## config.mk

```make
export PLATFORM = sky130hd
export DESIGN_NAME = timer_seq_ctrl_flat
export DESIGN_NICKNAME = d
export VERILOG_FILES = /design/src/rtl/timer_seq_ctrl_if.sv /design/src/rtl/timer_seq_ctrl.sv /design/src/flat_wrapper.sv
export SDC_FILE = /design/constraint.sdc
export NUM_CORES = 1
export LEC_CHECK = 0
export ABC_AREA = 1
export CAP_MARGIN = 0
export CORE_MARGIN = 8
export CORE_UTILIZATION = 45
export CTS_BUF_LIST = sky130_fd_sc_hd__clkbuf_8 sky130_fd_sc_hd__clkbuf_16
export DETAILED_ROUTE_END_ITERATION = 6
export GPL_TIMING_DRIVEN = 1
export PLACE_DENSITY_LB_ADDON = 0.12
export RECOVER_POWER = 50
export SLEW_MARGIN = 5
export SYNTH_ARGS = -nofsm -noshare
export SYNTH_HDL_FRONTEND = slang
export SYNTH_SLANG_ARGS = --single-unit
```

## constraint.sdc

```tcl
create_clock -name PCLK -period 2.4 [get_ports PCLK]
set_clock_uncertainty 0.2 [all_clocks]
set_input_delay 0.24 -clock PCLK [delete_from_list [all_inputs] [get_ports PCLK]]
set_output_delay 0.24 -clock PCLK [all_outputs]
set_load 0.02 [all_outputs]
```

## src/rtl/timer_seq_ctrl_if.sv

```systemverilog
// Segment-table configuration bus for timer_seq_ctrl.
// master drives a write (CFG_WE, CFG_IDX, CFG_MODE, CFG_TOT, CFG_DUTY, CFG_REP), slave receives it.
interface timer_seq_ctrl_if #(
   parameter int CNT_W = 32
);
   logic             CFG_WE;
   logic [1:0]       CFG_IDX;
   logic             CFG_MODE;
   logic [CNT_W-1:0] CFG_TOT;
   logic [CNT_W-1:0] CFG_DUTY;
   logic [7:0]       CFG_REP;

   modport master (
      output CFG_WE, CFG_IDX, CFG_MODE,
      output CFG_TOT, CFG_DUTY, CFG_REP
   );

   modport slave (
      input CFG_WE, CFG_IDX, CFG_MODE,
      input CFG_TOT, CFG_DUTY, CFG_REP
   );
endinterface

```

## src/rtl/timer_seq_ctrl.sv

```systemverilog
// Sequences a PWM-style timer through a 4-entry table of {MODE,TOT,DUTY,REP} segments.
// Ports: PCLK/PRESETn, cfg (table write bus), NUM_SEG/LOOP/START/STOP/IRQ_TRG in;
// MODE/GO_EN/TOT_CNT/DUTY_CNT/BUSY/SEG_IDX/DONE out, all registered.
module timer_seq_ctrl #(
   parameter int CNT_W = 32,
   parameter int NSEG  = 4
) (
   input  logic               PCLK,
   input  logic               PRESETn,
   timer_seq_ctrl_if.slave    cfg,
   input  logic [1:0]         NUM_SEG,
   input  logic               LOOP,
   input  logic               START,
   input  logic               STOP,
   input  logic               IRQ_TRG,
   output logic               MODE,
   output logic               GO_EN,
   output logic [CNT_W-1:0]   TOT_CNT,
   output logic [CNT_W-1:0]   DUTY_CNT,
   output logic               BUSY,
   output logic [1:0]         SEG_IDX,
   output logic               DONE
);

   typedef enum logic [1:0] {
      S_IDLE = 2'd0,
      S_LOAD = 2'd1,
      S_RUN  = 2'd2,
      S_FIN  = 2'd3
   } state_t;

   state_t           state_q, state_d;
   logic [1:0]       seg_q, seg_d;
   logic [7:0]       rep_q, rep_d;
   logic             mode_q, mode_d;
   logic [CNT_W-1:0] tot_q, tot_d;
   logic [CNT_W-1:0] duty_q, duty_d;
   logic             go_en_q, go_en_d;
   logic             busy_q, busy_d;
   logic             done_q, done_d;

   logic             tbl_mode_q [NSEG];
   logic             tbl_mode_d [NSEG];
   logic [CNT_W-1:0] tbl_tot_q  [NSEG];
   logic [CNT_W-1:0] tbl_tot_d  [NSEG];
   logic [CNT_W-1:0] tbl_duty_q [NSEG];
   logic [CNT_W-1:0] tbl_duty_d [NSEG];
   logic [7:0]       tbl_rep_q  [NSEG];
   logic [7:0]       tbl_rep_d  [NSEG];

   logic             load;

   always_comb begin
      tbl_mode_d = tbl_mode_q;
      tbl_tot_d  = tbl_tot_q;
      tbl_duty_d = tbl_duty_q;
      tbl_rep_d  = tbl_rep_q;
      // The table is frozen while a sequence is active.
      if (cfg.CFG_WE && !busy_q) begin
         tbl_mode_d[cfg.CFG_IDX] = cfg.CFG_MODE;
         tbl_tot_d[cfg.CFG_IDX]  = cfg.CFG_TOT;
         tbl_duty_d[cfg.CFG_IDX] = cfg.CFG_DUTY;
         tbl_rep_d[cfg.CFG_IDX]  = cfg.CFG_REP;
      end
   end

   always_comb begin
      state_d = state_q;
      seg_d   = seg_q;
      rep_d   = rep_q;
      load    = 1'b0;
      if (STOP) begin
         state_d = S_IDLE;
      end else begin
         case (state_q)
            S_IDLE: begin
               if (START) begin
                  state_d = S_LOAD;
                  seg_d   = 2'd0;
                  load    = 1'b1;
               end
            end
            S_LOAD: state_d = S_RUN;
            S_RUN: begin
               if (IRQ_TRG) begin
                  if (rep_q != 8'd0) begin
                     rep_d = rep_q - 8'd1;
                  end else if (seg_q < NUM_SEG) begin
                     seg_d   = seg_q + 2'd1;
                     state_d = S_LOAD;
                     load    = 1'b1;
                  end else if (LOOP) begin
                     seg_d   = 2'd0;
                     state_d = S_LOAD;
                     load    = 1'b1;
                  end else begin
                     state_d = S_FIN;
                  end
               end
            end
            S_FIN:   state_d = S_IDLE;
            default: state_d = S_IDLE;
         endcase
      end

      // Segment values are captured on entry to LOAD so they are
      // already stable while GO_EN is low for the timer restart.
      mode_d = mode_q;
      tot_d  = tot_q;
      duty_d = duty_q;
      if (load) begin
         mode_d = tbl_mode_q[seg_d];
         tot_d  = tbl_tot_q[seg_d];
         duty_d = tbl_duty_q[seg_d];
         rep_d  = tbl_rep_q[seg_d];
      end

      go_en_d = (state_d == S_RUN);
      busy_d  = (state_d != S_IDLE);
      done_d  = (state_d == S_FIN);
   end

   always_ff @(posedge PCLK) begin
      if (!PRESETn) begin
         state_q <= S_IDLE;
         seg_q   <= 2'd0;
         rep_q   <= 8'd0;
         mode_q  <= 1'b0;
         tot_q   <= '0;
         duty_q  <= '0;
         go_en_q <= 1'b0;
         busy_q  <= 1'b0;
         done_q  <= 1'b0;
         for (int i = 0; i < NSEG; i++) begin
            tbl_mode_q[i] <= 1'b0;
            tbl_tot_q[i]  <= '0;
            tbl_duty_q[i] <= '0;
            tbl_rep_q[i]  <= 8'd0;
         end
      end else begin
         state_q    <= state_d;
         seg_q      <= seg_d;
         rep_q      <= rep_d;
         mode_q     <= mode_d;
         tot_q      <= tot_d;
         duty_q     <= duty_d;
         go_en_q    <= go_en_d;
         busy_q     <= busy_d;
         done_q     <= done_d;
         tbl_mode_q <= tbl_mode_d;
         tbl_tot_q  <= tbl_tot_d;
         tbl_duty_q <= tbl_duty_d;
         tbl_rep_q  <= tbl_rep_d;
      end
   end

   assign MODE     = mode_q;
   assign GO_EN    = go_en_q;
   assign TOT_CNT  = tot_q;
   assign DUTY_CNT = duty_q;
   assign BUSY     = busy_q;
   assign SEG_IDX  = seg_q;
   assign DONE     = done_q;

endmodule

```

## src/flat_wrapper.sv

```systemverilog
// flat-port wrapper written by rule: the top's interface ports become plain ports
module timer_seq_ctrl_flat 
#(
   parameter int CNT_W = 32,
   parameter int NSEG  = 4
)
  (PCLK, PRESETn, NUM_SEG, LOOP, START, STOP, IRQ_TRG, MODE, GO_EN, TOT_CNT, DUTY_CNT, BUSY, SEG_IDX, DONE, cfg_CFG_WE, cfg_CFG_IDX, cfg_CFG_MODE, cfg_CFG_TOT, cfg_CFG_DUTY, cfg_CFG_REP);
  timer_seq_ctrl_if #(.CNT_W(CNT_W)) cfg_i ();
  input  logic PCLK;
  input  logic PRESETn;
  input  logic [1:0] NUM_SEG;
  input  logic LOOP;
  input  logic START;
  input  logic STOP;
  input  logic IRQ_TRG;
  output logic MODE;
  output logic GO_EN;
  output logic [CNT_W-1:0] TOT_CNT;
  output logic [CNT_W-1:0] DUTY_CNT;
  output logic BUSY;
  output logic [1:0] SEG_IDX;
  output logic DONE;
  input wire logic [$bits(cfg_i.CFG_WE)-1:0] cfg_CFG_WE;
  input wire logic [$bits(cfg_i.CFG_IDX)-1:0] cfg_CFG_IDX;
  input wire logic [$bits(cfg_i.CFG_MODE)-1:0] cfg_CFG_MODE;
  input wire logic [$bits(cfg_i.CFG_TOT)-1:0] cfg_CFG_TOT;
  input wire logic [$bits(cfg_i.CFG_DUTY)-1:0] cfg_CFG_DUTY;
  input wire logic [$bits(cfg_i.CFG_REP)-1:0] cfg_CFG_REP;
  assign cfg_i.CFG_WE = cfg_CFG_WE;
  assign cfg_i.CFG_IDX = cfg_CFG_IDX;
  assign cfg_i.CFG_MODE = cfg_CFG_MODE;
  assign cfg_i.CFG_TOT = cfg_CFG_TOT;
  assign cfg_i.CFG_DUTY = cfg_CFG_DUTY;
  assign cfg_i.CFG_REP = cfg_CFG_REP;
  timer_seq_ctrl #(.CNT_W(CNT_W), .NSEG(NSEG)) u_core (.PCLK(PCLK), .PRESETn(PRESETn), .cfg(cfg_i), .NUM_SEG(NUM_SEG), .LOOP(LOOP), .START(START), .STOP(STOP), .IRQ_TRG(IRQ_TRG), .MODE(MODE), .GO_EN(GO_EN), .TOT_CNT(TOT_CNT), .DUTY_CNT(DUTY_CNT), .BUSY(BUSY), .SEG_IDX(SEG_IDX), .DONE(DONE));
endmodule
```

==> metrics.md, run 1 <==
| Metric | Value |
|---|---|
| Status | `finished, violations left` |
| Failing checks | `setup timing` |
| Yosys reg bits | `372` |
| Slowest stage delay, CP | `0.33 ns` |
| Average cell area after synthesis | `7.07 um^2` |
| Mux cell area share after synthesis | `0%` |
| Final Hold Viols | `0` |
| Rows | `69` |
| Seq/Total Area, Yosys | `46.7%` |
| I/O Buffers | `153` |
| Reg area | `0.00745 mm^2` |
| Root Driver | `clkbuf_16` |
| Top cell type's share of synthesized area | `46.7%` |
| Final period util | `102%` |
| Tot Pwr | `15.7 mW` |
| Synth area leaders | `dfxtp_1, o21ai_0, nor2_1` |
| Simple-gate share of the synthesized area | `21.2%` |
| PnR worst setup slack | `-0.0414 ns` |
| CP Class | `reg -> reg` |
| Startpoint Class | `flip-flop` |
| MaxCap Viol Count | `0` |
| Most common cell after layout, fill and taps aside | `dfxtp_1` |
| Post-synthesis adder-cell area fraction | `0.157%` |
| Insertion delay to the later sink of the worst-skew pair | `0.52 ns` |
| Die H | `204 um` |
| Pre-CTS setup slack | `-0.410 ns` |
| Number of iterations in the first detailed-routing pass | `6` |
| Post-Synth XOR/XNOR Area | `0.220%` |
| Fin nets | `2503` |
| Post-Synthesis Cells | `2255` |
| # IOs | `154` |
| Setup crit end kind | `flip-flop` |
| Relative max-transition margin | `40.1%` |
| Slowest-stage cell, CP | `dfxtp_2` |
| Largest net degree at the start of global routing | `193` |
| H-tree levels | `2` |
| Endpoints failing setup | `28` |
| Post-synth EDFFs | `0` |
| Synthesized area | `0.0159 mm^2` |
| Die width | `204 um` |
| Cell area power density | `763 mW/mm^2` |
| Hold/Removal Path Class | `in -> reg` |
| Multi-input logic area | `0.00698 mm^2` |
| Asr flop ratio synth | `0%` |
| Clk buf depth | `3` |
| Starting density of the core | `45.3%` |
| Area growth syn-to-layout | `29.3%` |
| Critical Path Fanout Max | `6` |
| Routed Wire Length | `45500 um` |
| Synth cell types | `32` |
| Total GRT Usage | `21.0%` |
| Worst path required time | `2.62 ns` |
| Synth Area in Compound Gates | `19.8%` |
| Cell breakdown of the critical path | `inv_2, ha_4, nand2_4, nor2_4, buf_6, nand4_1, nand2_1, nand2_1, nand2_1, nand2_2, nand2_4, nand2_8, buf_12, clkbuf_16, nand3_2, nand3_2, nand2_1, inv_1` |
| Worst slew pin tran | `0.898 ns` |
| Vias | `14888` |
| Commonest cells after routing, fill and taps aside | `dfxtp_1, nor2_1, nand2_1` |
| Slew Limit Fails | `0` |
| Detailed placer's ending HPWL | `28100 um` |
| Clock Pin Slew Worst Setup and Hold Paths | `0.06 ns` |
| Utilization after layout | `58.5%` |
| Initial DRC Count | `881` |
| Via density | `5.12` |
| Post-CTS Hold Buffers | `0` |
| First-pass GRT wire length | `72800 um` |
| Grt total ovfl | `0` |
| CTS tree | `done` |
| Fmax | `0.410 GHz` |
| Fillers | `3332` |
| Initial antenna violation count | `1` |
| TritonCTS Buffers | `41` |
| GPL Wtd Cong | `0.805` |
| Post-route antenna net violation count | `0` |
| Dominant cell type by area after synthesis | `dfxtp_1` |
| Vias in the first global route | `13988` |
| DRC Markers | `0` |
| Sink Count | `372` |
| Crit-path most repeated cell | `nand2_1` |
| Pleak | `8.86 nW` |
| Critical Path AT | `2.66 ns` |
| Main combinational cell family by area after synthesis | `simple AND/OR/NAND/NOR gates` |
| Setup_tns | `-0.417 ns` |
| Die area | `0.0417 mm^2` |
| Syn_nets | `2341` |
| VDD IR-drop max | `0.602 mV` |
| Fin crit period | `2.44 ns` |
| Synth warnings | `0` |
| Routed len/inst | `15.6 um` |
| Unrepaired setup endpoints after global routing | `true` |
| Hold slack | `0.0407 ns` |
| Core area | `0.0352 mm^2` |
| Synth Flop Type | `dfxtp_1` |
| Layout cell share with drive strength beyond 1 | `11.3%` |
-- worst paths after layout --
path	from	end	slack, ns	cells past startpoint
max reg2reg	u_core.rep_q[0]$_SDFFE_PN0P_	u_core.DUTY_CNT[6]$_SDFFE_PN0P_	-0.04	18
min reg2reg	u_core.tbl_duty_q[57]$_SDFFE_PN0P_	u_core.tbl_duty_q[57]$_SDFFE_PN0P_	0.25	2
max	u_core.rep_q[0]$_SDFFE_PN0P_	u_core.DUTY_CNT[6]$_SDFFE_PN0P_	-0.04	18
min	PRESETn	u_core.tbl_tot_q[14]$_SDFFE_PN0P_	0.04	4
-- what timing repair did --
item                       CTS  global route
setup endpoints to repair   71            73
cloned                       4             3
pin swaps                   11            39
gates resized for setup     31            71
buffers inserted            15             3
-- registers in the layout, indices dropped and copies added, names as in the netlist --
signal and count:
u_core.tbl_duty_q 128, u_core.tbl_tot_q 128, u_core.DUTY_CNT 32, u_core.TOT_CNT 32
u_core.tbl_rep_q 32, u_core.rep_q 8, u_core.tbl_mode_q 4, u_core.SEG_IDX 2
u_core.state_q 2, u_core.BUSY 1, u_core.DONE 1, u_core.GO_EN 1
u_core.MODE 1
-- per-stage QoR --
stage	cells	instance area (um^2)
2_1_floorplan	2255	15900
3_3_place_gp	2812	18600
3_5_place_dp	2812	18600
4_1_cts	2904	20300
5_1_grt	2909	20600
6_report	2909	20600
-- cell families after synthesis --
group / count (synthesis)
AND/OR/NAND/NOR: 836
adder cells (fa/ha/maj): 2
AO/OA/AOI/OAI: 583
XOR/XNOR: 4
buffers and inverters: 458
flip-flops: 372
-- critical path, delay by kind of cell, from the launching register on --
kind | cells | cell delay (ns)
DFF | 1 | 0.33
and+or+nand+nor | 12 | 1.07
buffers and inverters | 5 | 0.59
adders and majority gates | 1 | 0.14
-- synthesized netlist by cell type (all sizes together) (3+ instances only) --
cell type,n
nand3,162
clkbuf,99
nor3,4
o211ai,66
nand2,329
a21oi,208
buf,61
dfxtp,372
nand4,3
inv,297
nor2,338
o21ai,305
-- power breakdown --
group / leakage, nW / internal (mW) / switching (mW)
registers: 3.04 / 6.53 / 0.157
clock network: 0.716 / 3.75 / 2.49
logic: 5.10 / 1.20 / 1.59
total: 8.86 / 11.5 / 4.24
-- layer usage --
layer / part of all wire, % / global-route usage, % / wire length (um)
met2: 46 / 34.7 / 21100
met4: 1.9 / 5.48 / 848
met1: 47 / 28.5 / 21200
met5: 0 / 0 / 0
met3: 4.9 / 3.07 / 2250
-- final cells by class --
class | instances | area share [%]
clock inverters | 19 | 0.698
multi-input cells | 1425 | 33.9
well taps | 461 | 2.80
flip-flops and latches | 372 | 36.1
diodes | 1 | 0.0121
inverters | 298 | 5.45
repair buffers | 279 | 15.1
clock buffers | 54 | 5.90
No activity file was read; power rests on OpenSTA's default activity.
==> inputs of run 2 (changes only) <==
--- a/config.mk
+++ b/config.mk
@@ -12,6 +12,7 @@
 export CTS_BUF_LIST = sky130_fd_sc_hd__clkbuf_8 sky130_fd_sc_hd__clkbuf_16
 export DETAILED_ROUTE_END_ITERATION = 6
 export GPL_TIMING_DRIVEN = 1
+export MAX_ROUTING_LAYER = met4
 export PLACE_DENSITY_LB_ADDON = 0.12
 export RECOVER_POWER = 50
 export SLEW_MARGIN = 5
==> run 2 against run 1 <==
  * The run still ends with setup timing left
  * Clock power hardly changed
  * Routed wire length hardly changed
  * Sequential share of layout area hardly changed
  * Non-clock buffer count stayed put
  * Global-route usage is 0.61 points higher
  * Flip-flop and latch count stayed put
  * Worst setup slack hardly changed
  * Combinational power hardly changed
  * Final area hardly changed
  * Core utilization hardly changed
  * Register-to-register slack hardly changed
  * Critical path depth stayed put
  * Largest power group unchanged
==> metrics.md, run 2 (synthesis gave the netlist of run 1 again) <==
| Metric | Value |
|---|---|
| Grt total ovfl | `0 (unchanged)` |
| TritonCTS Buffers | `41 (unchanged)` |
| Sink Count | `372 (unchanged)` |
| Fin crit period | `2.44 ns (+0.000167 ns)` |
| Vias | `14856 (-0.21%)` |
| Placed Instances | `2812 (unchanged)` |
| Worst slew pin tran | `0.902 ns (+0.00405 ns)` |
| Clk buf depth | `3 (unchanged)` |
| Tot Pwr | `15.7 mW (about the same)` |
| Most common cell after layout, fill and taps aside | `dfxtp_1` |
| Final Hold Viols | `0 (unchanged)` |
| Setup_tns | `-0.442 ns (-0.0242 ns)` |
| Core area | `0.0352 mm^2 (unchanged)` |
| Clock Pin Slew Worst Setup and Hold Paths | `0.06 ns (about the same)` |
| Slew Limit Fails | `0 (unchanged)` |
| Area growth syn-to-layout | `29.3% (about the same)` |
| Unrepaired setup endpoints after global routing | `true` |
| Hold/Removal Path Class | `in -> reg` |
| Die area | `0.0417 mm^2 (unchanged)` |
| Total GRT Usage | `21.6% (+0.61 points)` |
| Fillers | `3334 (+0.060%)` |
| Via density | `5.11 (-0.21%)` |
| Largest registers | `u_core.tbl_duty_q: 128 flops, u_core.tbl_tot_q: 128 flops` |
| GPL Wtd Cong | `0.814 (+1.1%)` |
| Worst setup path endpoint | `u_core.DUTY_CNT[6]$_SDFFE_PN0P_` |
| Die width | `204 um (unchanged)` |
| HP Start | `PRESETn` |
| Initial antenna violation count | `1 (unchanged)` |
| Dpl cell area | `0.0186 mm^2 (unchanged)` |
| CP Class | `reg -> reg` |
| Critical Path AT | `2.66 ns (about the same)` |
| Fin nets | `2503 (unchanged)` |
| CTS tree | `done` |
| Layout cell share with drive strength beyond 1 | `11.3% (unchanged)` |
| Setup crit end kind | `flip-flop` |
| Reg area | `0.00745 mm^2 (unchanged)` |
| H-tree levels | `2 (unchanged)` |
| Rows | `69 (unchanged)` |
| Worst path required time | `2.62 ns (about the same)` |
| Final period util | `102% (about the same)` |
| Post-CTS Hold Buffers | `0 (unchanged)` |
| Insertion delay to the later sink of the worst-skew pair | `0.52 ns (about the same)` |
| Pleak | `8.86 nW (about the same)` |
| Status | `finished, violations left` |
| Design Area, Final | `0.0206 mm^2 (about the same)` |
| Startpoint Class | `flip-flop` |
| Failing checks | `setup timing` |
| Routed len/inst | `15.6 um (about the same)` |
| Vias in the first global route | `13997 (+0.064%)` |
| Final Non-Filler Cells | `2909 (unchanged)` |
| Relative max-transition margin | `39.8% (-0.27 points)` |
| Root Driver | `clkbuf_16` |
| Endpoints failing setup | `29 (+3.6%)` |
| I/O Buffers | `153 (unchanged)` |
| Detailed placer's ending HPWL | `28100 um (unchanged)` |
| Routed Wire Length | `45500 um (about the same)` |
| Cell area power density | `764 mW/mm^2 (about the same)` |
| Multi-input logic area | `0.00698 mm^2 (unchanged)` |
| Critical path origin | `u_core.rep_q[0]$_SDFFE_PN0P_` |
| # IOs | `154 (unchanged)` |
| Pre-CTS setup slack | `-0.410 ns (unchanged)` |
| Fmax | `0.410 GHz (about the same)` |
| Critical Path Fanout Max | `6 (unchanged)` |
| R2R setup slack | `-0.04 ns (about the same)` |
| RR Startpoint | `u_core.rep_q[0]$_SDFFE_PN0P_` |
| First-pass GRT wire length | `72700 um (about the same)` |
| Commonest cells after routing, fill and taps aside | `dfxtp_1, nor2_1, nand2_1` |
| Worst r2r dst | `u_core.DUTY_CNT[6]$_SDFFE_PN0P_` |
| PnR worst setup slack | `-0.0415 ns (-0.000167 ns)` |
| Post-route antenna net violation count | `0 (unchanged)` |
| MaxCap Viol Count | `0 (unchanged)` |
| Starting density of the core | `45.3% (unchanged)` |
| Largest net degree at the start of global routing | `193 (unchanged)` |
| Initial DRC Count | `902 (+2.4%)` |
| Number of iterations in the first detailed-routing pass | `5 (-1)` |
| VDD IR-drop max | `0.599 mV (-0.60%)` |
| Worst Reg-to-Reg Cells | `18 (unchanged)` |
| DRC Markers | `0 (unchanged)` |
| Die H | `204 um (unchanged)` |
## run 2: cell count changes in the layout (fill, tap and decap cells not counted)
| cell | before | now |
|---|---|---|
| buf_4 | 63 | 64 |
| buf_6 | 11 | 10 |
## run 2: cell type report
cell class                      count  share of cell area, %
Timing Repair Buffer              279                   15.1
Inverter                          298                   5.45
Clock buffer                       54                   5.90
Tap cell                          461                   2.80
Antenna cell                        1                 0.0121
Sequential cell                   372                   36.2
Clock inverter                     19                  0.698
Multi-Input combinational cell   1425                   33.9
## run 2: report_power, final
group	total, mW	internal, mW	switching (mW)
registers	6.69	6.53	0.157
clock network	6.25	3.75	2.50
logic	2.79	1.20	1.59
total	15.7	11.5	4.24
## run 2: worst max-delay path: stages (launching register included)
cell       delay [ns]
dfxtp_2          0.33
inv_2            0.07
ha_4             0.14
nand2_4          0.06
nor2_4           0.23
buf_6            0.14
nand4_1          0.08
nand2_1          0.08
nand2_1          0.05
nand2_1          0.06
nand2_2          0.09
nand2_4          0.11
nand2_8          0.10
buf_12           0.18
clkbuf_16        0.17
nand3_2          0.08
nand3_2          0.07
nand2_1          0.06
inv_1            0.03
## run 2: what timing repair did
action | in CTS | in global routing
setup endpoints to repair | 71 | 73
pin swaps | 11 | 39
buffers inserted | 15 | 3
cloned | 4 | 3
resized for setup | 31 | 70
## run 2: how the worst min path moves through the flow
stage                                    endpoint  slack, ns  cells past startpoint
2_1_floorplan   u_core.tbl_rep_q[17]$_SDFFE_PN0P_       0.17                      2
3_3_place_gp    u_core.tbl_tot_q[55]$_SDFFE_PN0P_       0.24                      2
3_5_place_dp   u_core.tbl_tot_q[112]$_SDFFE_PN0P_       0.24                      2
4_1_cts              u_core.SEG_IDX[1]$_SDFF_PN0_       0.03                      3
5_1_grt              u_core.SEG_IDX[1]$_SDFF_PN0_       0.06                      3
6_report        u_core.tbl_tot_q[14]$_SDFFE_PN0P_       0.04                      4
## run 2: routing by layer
| layer | routed length (um) | vias up | part of all wire (%) | GRT usage (%) |
|---|---|---|---|---|
| met5 | 0 | - | 0 | - |
| met4 | 888 | 0 | 2.0 | 5.48 |
| met3 | 2150 | 72 | 4.7 | 2.74 |
| met2 | 21100 | 353 | 46 | 34.7 |
| met1 | 21300 | 6873 | 47 | 28.7 |
| li1 | - | 7558 | - | - |
## run 2: metrics by stage
stage | hold slack (ns) | util (%)
6_report | 0.0397 | 58.5
5_1_grt | 0.0564 | 58.5
4_1_cts | 0.0308 | 57.6
3_5_place_dp | 0.242 | 52.7
3_3_place_gp | 0.238 | 52.7
2_1_floorplan | 0.175 | -
==> inputs of run 3 (changes only) <==
--- a/config.mk
+++ b/config.mk
@@ -6,15 +6,17 @@
 export NUM_CORES = 1
 export LEC_CHECK = 0
 export ABC_AREA = 1
+export ABC_CLOCK_PERIOD_IN_PS = 2400
 export CAP_MARGIN = 0
 export CORE_MARGIN = 8
 export CORE_UTILIZATION = 45
 export CTS_BUF_LIST = sky130_fd_sc_hd__clkbuf_8 sky130_fd_sc_hd__clkbuf_16
 export DETAILED_ROUTE_END_ITERATION = 6
 export GPL_TIMING_DRIVEN = 1
+export HOLD_SLACK_MARGIN = 0.15
 export MAX_ROUTING_LAYER = met4
 export PLACE_DENSITY_LB_ADDON = 0.12
-export RECOVER_POWER = 50
+export RECOVER_POWER = 25
 export SLEW_MARGIN = 5
 export SYNTH_ARGS = -nofsm -noshare
 export SYNTH_HDL_FRONTEND = slang
==> run 3 against run 2 <==
  * The flow still finishes with violations (setup timing)
  * Fmax down 0.13%
  * Critical path depth stayed put
  * Sequential share of layout area hardly changed
  * Hold slack better by 0.17 ns
  * Routed wire length about the same
  * Final area barely moved
  * Non-clock buffer count increased by 1
  * Flip-flop and latch count unchanged
  * Cell count about the same
  * Largest power group unchanged
  * Power barely moved
  * Via count is 0.17% lower
==> metrics.md, run 3 (synthesis gave the netlist of run 1 again) <==
| Metric | Value |
|---|---|
| Tot Pwr | `15.7 mW (about the same)` |
| Failing checks | `setup timing` |
| CP Class | `reg -> reg` |
| Largest registers | `u_core.tbl_duty_q: 128 flops, u_core.tbl_tot_q: 128 flops` |
| Sequential share of power | `42.5% (about the same)` |
| Vias | `14831 (-0.17%)` |
| First-pass GRT wire length | `72700 um (unchanged)` |
| GPL Wtd Cong | `0.814 (unchanged)` |
| Commonest cells after routing, fill and taps aside | `dfxtp_1, nor2_1, nand2_1` |
| Detailed placer's ending HPWL | `28100 um (unchanged)` |
| Die width | `204 um (unchanged)` |
| Switch share | `27.0% (about the same)` |
| Initial antenna violation count | `1 (unchanged)` |
| TritonCTS Buffers | `41 (unchanged)` |
| I/O Buffers | `153 (unchanged)` |
| Core area | `0.0352 mm^2 (unchanged)` |
| Clk buf depth | `3 (unchanged)` |
| Fillers | `3333 (-0.030%)` |
| Die H | `204 um (unchanged)` |
| Clock Pin Slew Worst Setup and Hold Paths | `0.06 ns (about the same)` |
| MaxCap Viol Count | `0 (unchanged)` |
| Fin nets | `2504 (+0.040%)` |
| Final Hold Viols | `0 (unchanged)` |
| Unrepaired setup endpoints after global routing | `true` |
| Hold/Removal Path Class | `in -> reg` |
| Die area | `0.0417 mm^2 (unchanged)` |
| Dpl cell area | `0.0186 mm^2 (unchanged)` |
| Routed Wire Length | `45500 um (about the same)` |
| Worst path required time | `2.62 ns (about the same)` |
| Area growth syn-to-layout | `29.3% (about the same)` |
| Largest net degree at the start of global routing | `193 (unchanged)` |
| Slew Limit Fails | `0 (unchanged)` |
| Sink Count | `372 (unchanged)` |
| H-tree levels | `2 (unchanged)` |
| Endpoints failing setup | `32 (+10%)` |
| Layout cell share with drive strength beyond 1 | `11.3% (about the same)` |
| Total GRT Usage | `21.6% (unchanged)` |
| Via density | `5.10 (-0.20%)` |
| PnR worst setup slack | `-0.0447 ns (-0.00317 ns)` |
| Rows | `69 (unchanged)` |
| Multi-input logic area | `0.00698 mm^2 (unchanged)` |
| Post-route antenna net violation count | `0 (unchanged)` |
| Grt total ovfl | `0 (unchanged)` |
| Pleak | `8.87 nW (about the same)` |
| Status | `finished, violations left` |
| Vias in the first global route | `13994 (-0.021%)` |
| Reg area | `0.00745 mm^2 (unchanged)` |
| DRC Markers | `0 (unchanged)` |
| # IOs | `154 (unchanged)` |
| Fin crit period | `2.44 ns (+0.00317 ns)` |
| Root Driver | `clkbuf_16` |
| Setup crit end kind | `flip-flop` |
| Final period util | `102% (+0.13 points)` |
| Power share of the clock group | `39.7% (about the same)` |
| Final Non-Filler Cells | `2910 (+0.034%)` |
| Setup_tns | `-0.530 ns (-0.0885 ns)` |
| Cell area power density | `763 mW/mm^2 (about the same)` |
| Worst slew pin tran | `0.897 ns (-0.00551 ns)` |
| Critical Path Fanout Max | `6 (unchanged)` |
| VDD IR-drop max | `0.600 mV (+0.24%)` |
| Combinational group share of total power | `17.8% (about the same)` |
| Placed Instances | `2812 (unchanged)` |
| Fmax | `0.409 GHz (-0.13%)` |
| Pint | `11.5 mW (about the same)` |
| Psw | `4.25 mW (about the same)` |
| Insertion delay to the later sink of the worst-skew pair | `0.52 ns (about the same)` |
| Startpoint Class | `flip-flop` |
| Routed len/inst | `15.6 um (about the same)` |
| Starting density of the core | `45.3% (unchanged)` |
| Relative max-transition margin | `40.2% (+0.37 points)` |
| Critical Path AT | `2.67 ns (about the same)` |
| Number of iterations in the first detailed-routing pass | `5 (unchanged)` |
| Initial DRC Count | `883 (-2.1%)` |
| Design Area, Final | `0.0206 mm^2 (about the same)` |
| Utilization after layout | `58.5% (about the same)` |
| CTS tree | `done` |
| Most common cell after layout, fill and taps aside | `dfxtp_1` |
## run 3: cell types whose count changed in the layout (fill, tap and decap cells not counted), sizes merged
| cell | change |
|---|---|
| dlygate4sd3 | +1 |
## run 3: layer usage
| layer | share of wire, % | global-route usage, % |
|---|---|---|
| met2 | 46 | 34.7 |
| met3 | 4.9 | 2.74 |
| met4 | 2.0 | 5.48 |
| met1 | 47 | 28.7 |
| met5 | 0 | - |
## run 3: final cells by class
class | instances | share of cell area [%]
Inverter | 298 | 5.45
Clock inverter | 19 | 0.698
Multi-Input combinational cell | 1425 | 33.9
Sequential cell | 372 | 36.1
Antenna cell | 1 | 0.0121
Clock buffer | 54 | 5.90
Timing Repair Buffer | 280 | 15.1
Tap cell | 461 | 2.80
## run 3: stage by stage
step                hold WS, ns  worst slack (ns)
finish                    0.210           -0.0447
global route              0.221            -0.156
CTS                       0.193         -0.000543
detailed placement        0.242            -0.410
global placement          0.238            -0.388
floorplan                 0.175            0.0753
## run 3: worst paths after layout
path	start	depth (start not counted)	slack (ns)	to
max	u_core.rep_q[0]$_SDFFE_PN0P_	18	-0.04	u_core.DUTY_CNT[6]$_SDFFE_PN0P_
min	cfg_CFG_TOT[16]	3	0.21	u_core.tbl_tot_q[16]$_SDFFE_PN0P_
max reg2reg	u_core.rep_q[0]$_SDFFE_PN0P_	18	-0.04	u_core.DUTY_CNT[6]$_SDFFE_PN0P_
min reg2reg	u_core.tbl_duty_q[57]$_SDFFE_PN0P_	2	0.25	u_core.tbl_duty_q[57]$_SDFFE_PN0P_
## run 3: repair_timing
item / 4_1_cts / 5_1_grt
setup endpoints to repair: 71 / 73
setup buffers: 15 / 3
hold buffers: 1 / 0
hold endpoints to repair: 124 / 0
pin swaps: 11 / 39
gates resized for setup: 31 / 70
cloned: 4 / 3
## run 3: worst max-delay path: stages (launching register included)
cell,delay [ns]
dfxtp_2,0.33
inv_2,0.07
ha_4,0.14
nand2_4,0.06
nor2_4,0.23
buf_6,0.14
nand4_1,0.08
nand2_1,0.08
nand2_1,0.05
nand2_1,0.06
nand2_2,0.09
nand2_4,0.11
nand2_8,0.10
buf_12,0.18
clkbuf_16,0.17
nand3_2,0.08
nand3_2,0.07
nand2_1,0.06
inv_1,0.03
## run 3: power by group through the flow
stage / clock (mW) / sequential (mW) / combinational [mW]
2_1_floorplan: 0 / 6.89 / 1.40
3_3_place_gp: 0 / 6.81 / 2.49
3_5_place_dp: 0 / 6.82 / 2.52
4_1_cts: 6.38 / 6.69 / 2.69
5_1_grt: 6.63 / 6.72 / 3.10
6_report: 6.25 / 6.69 / 2.79
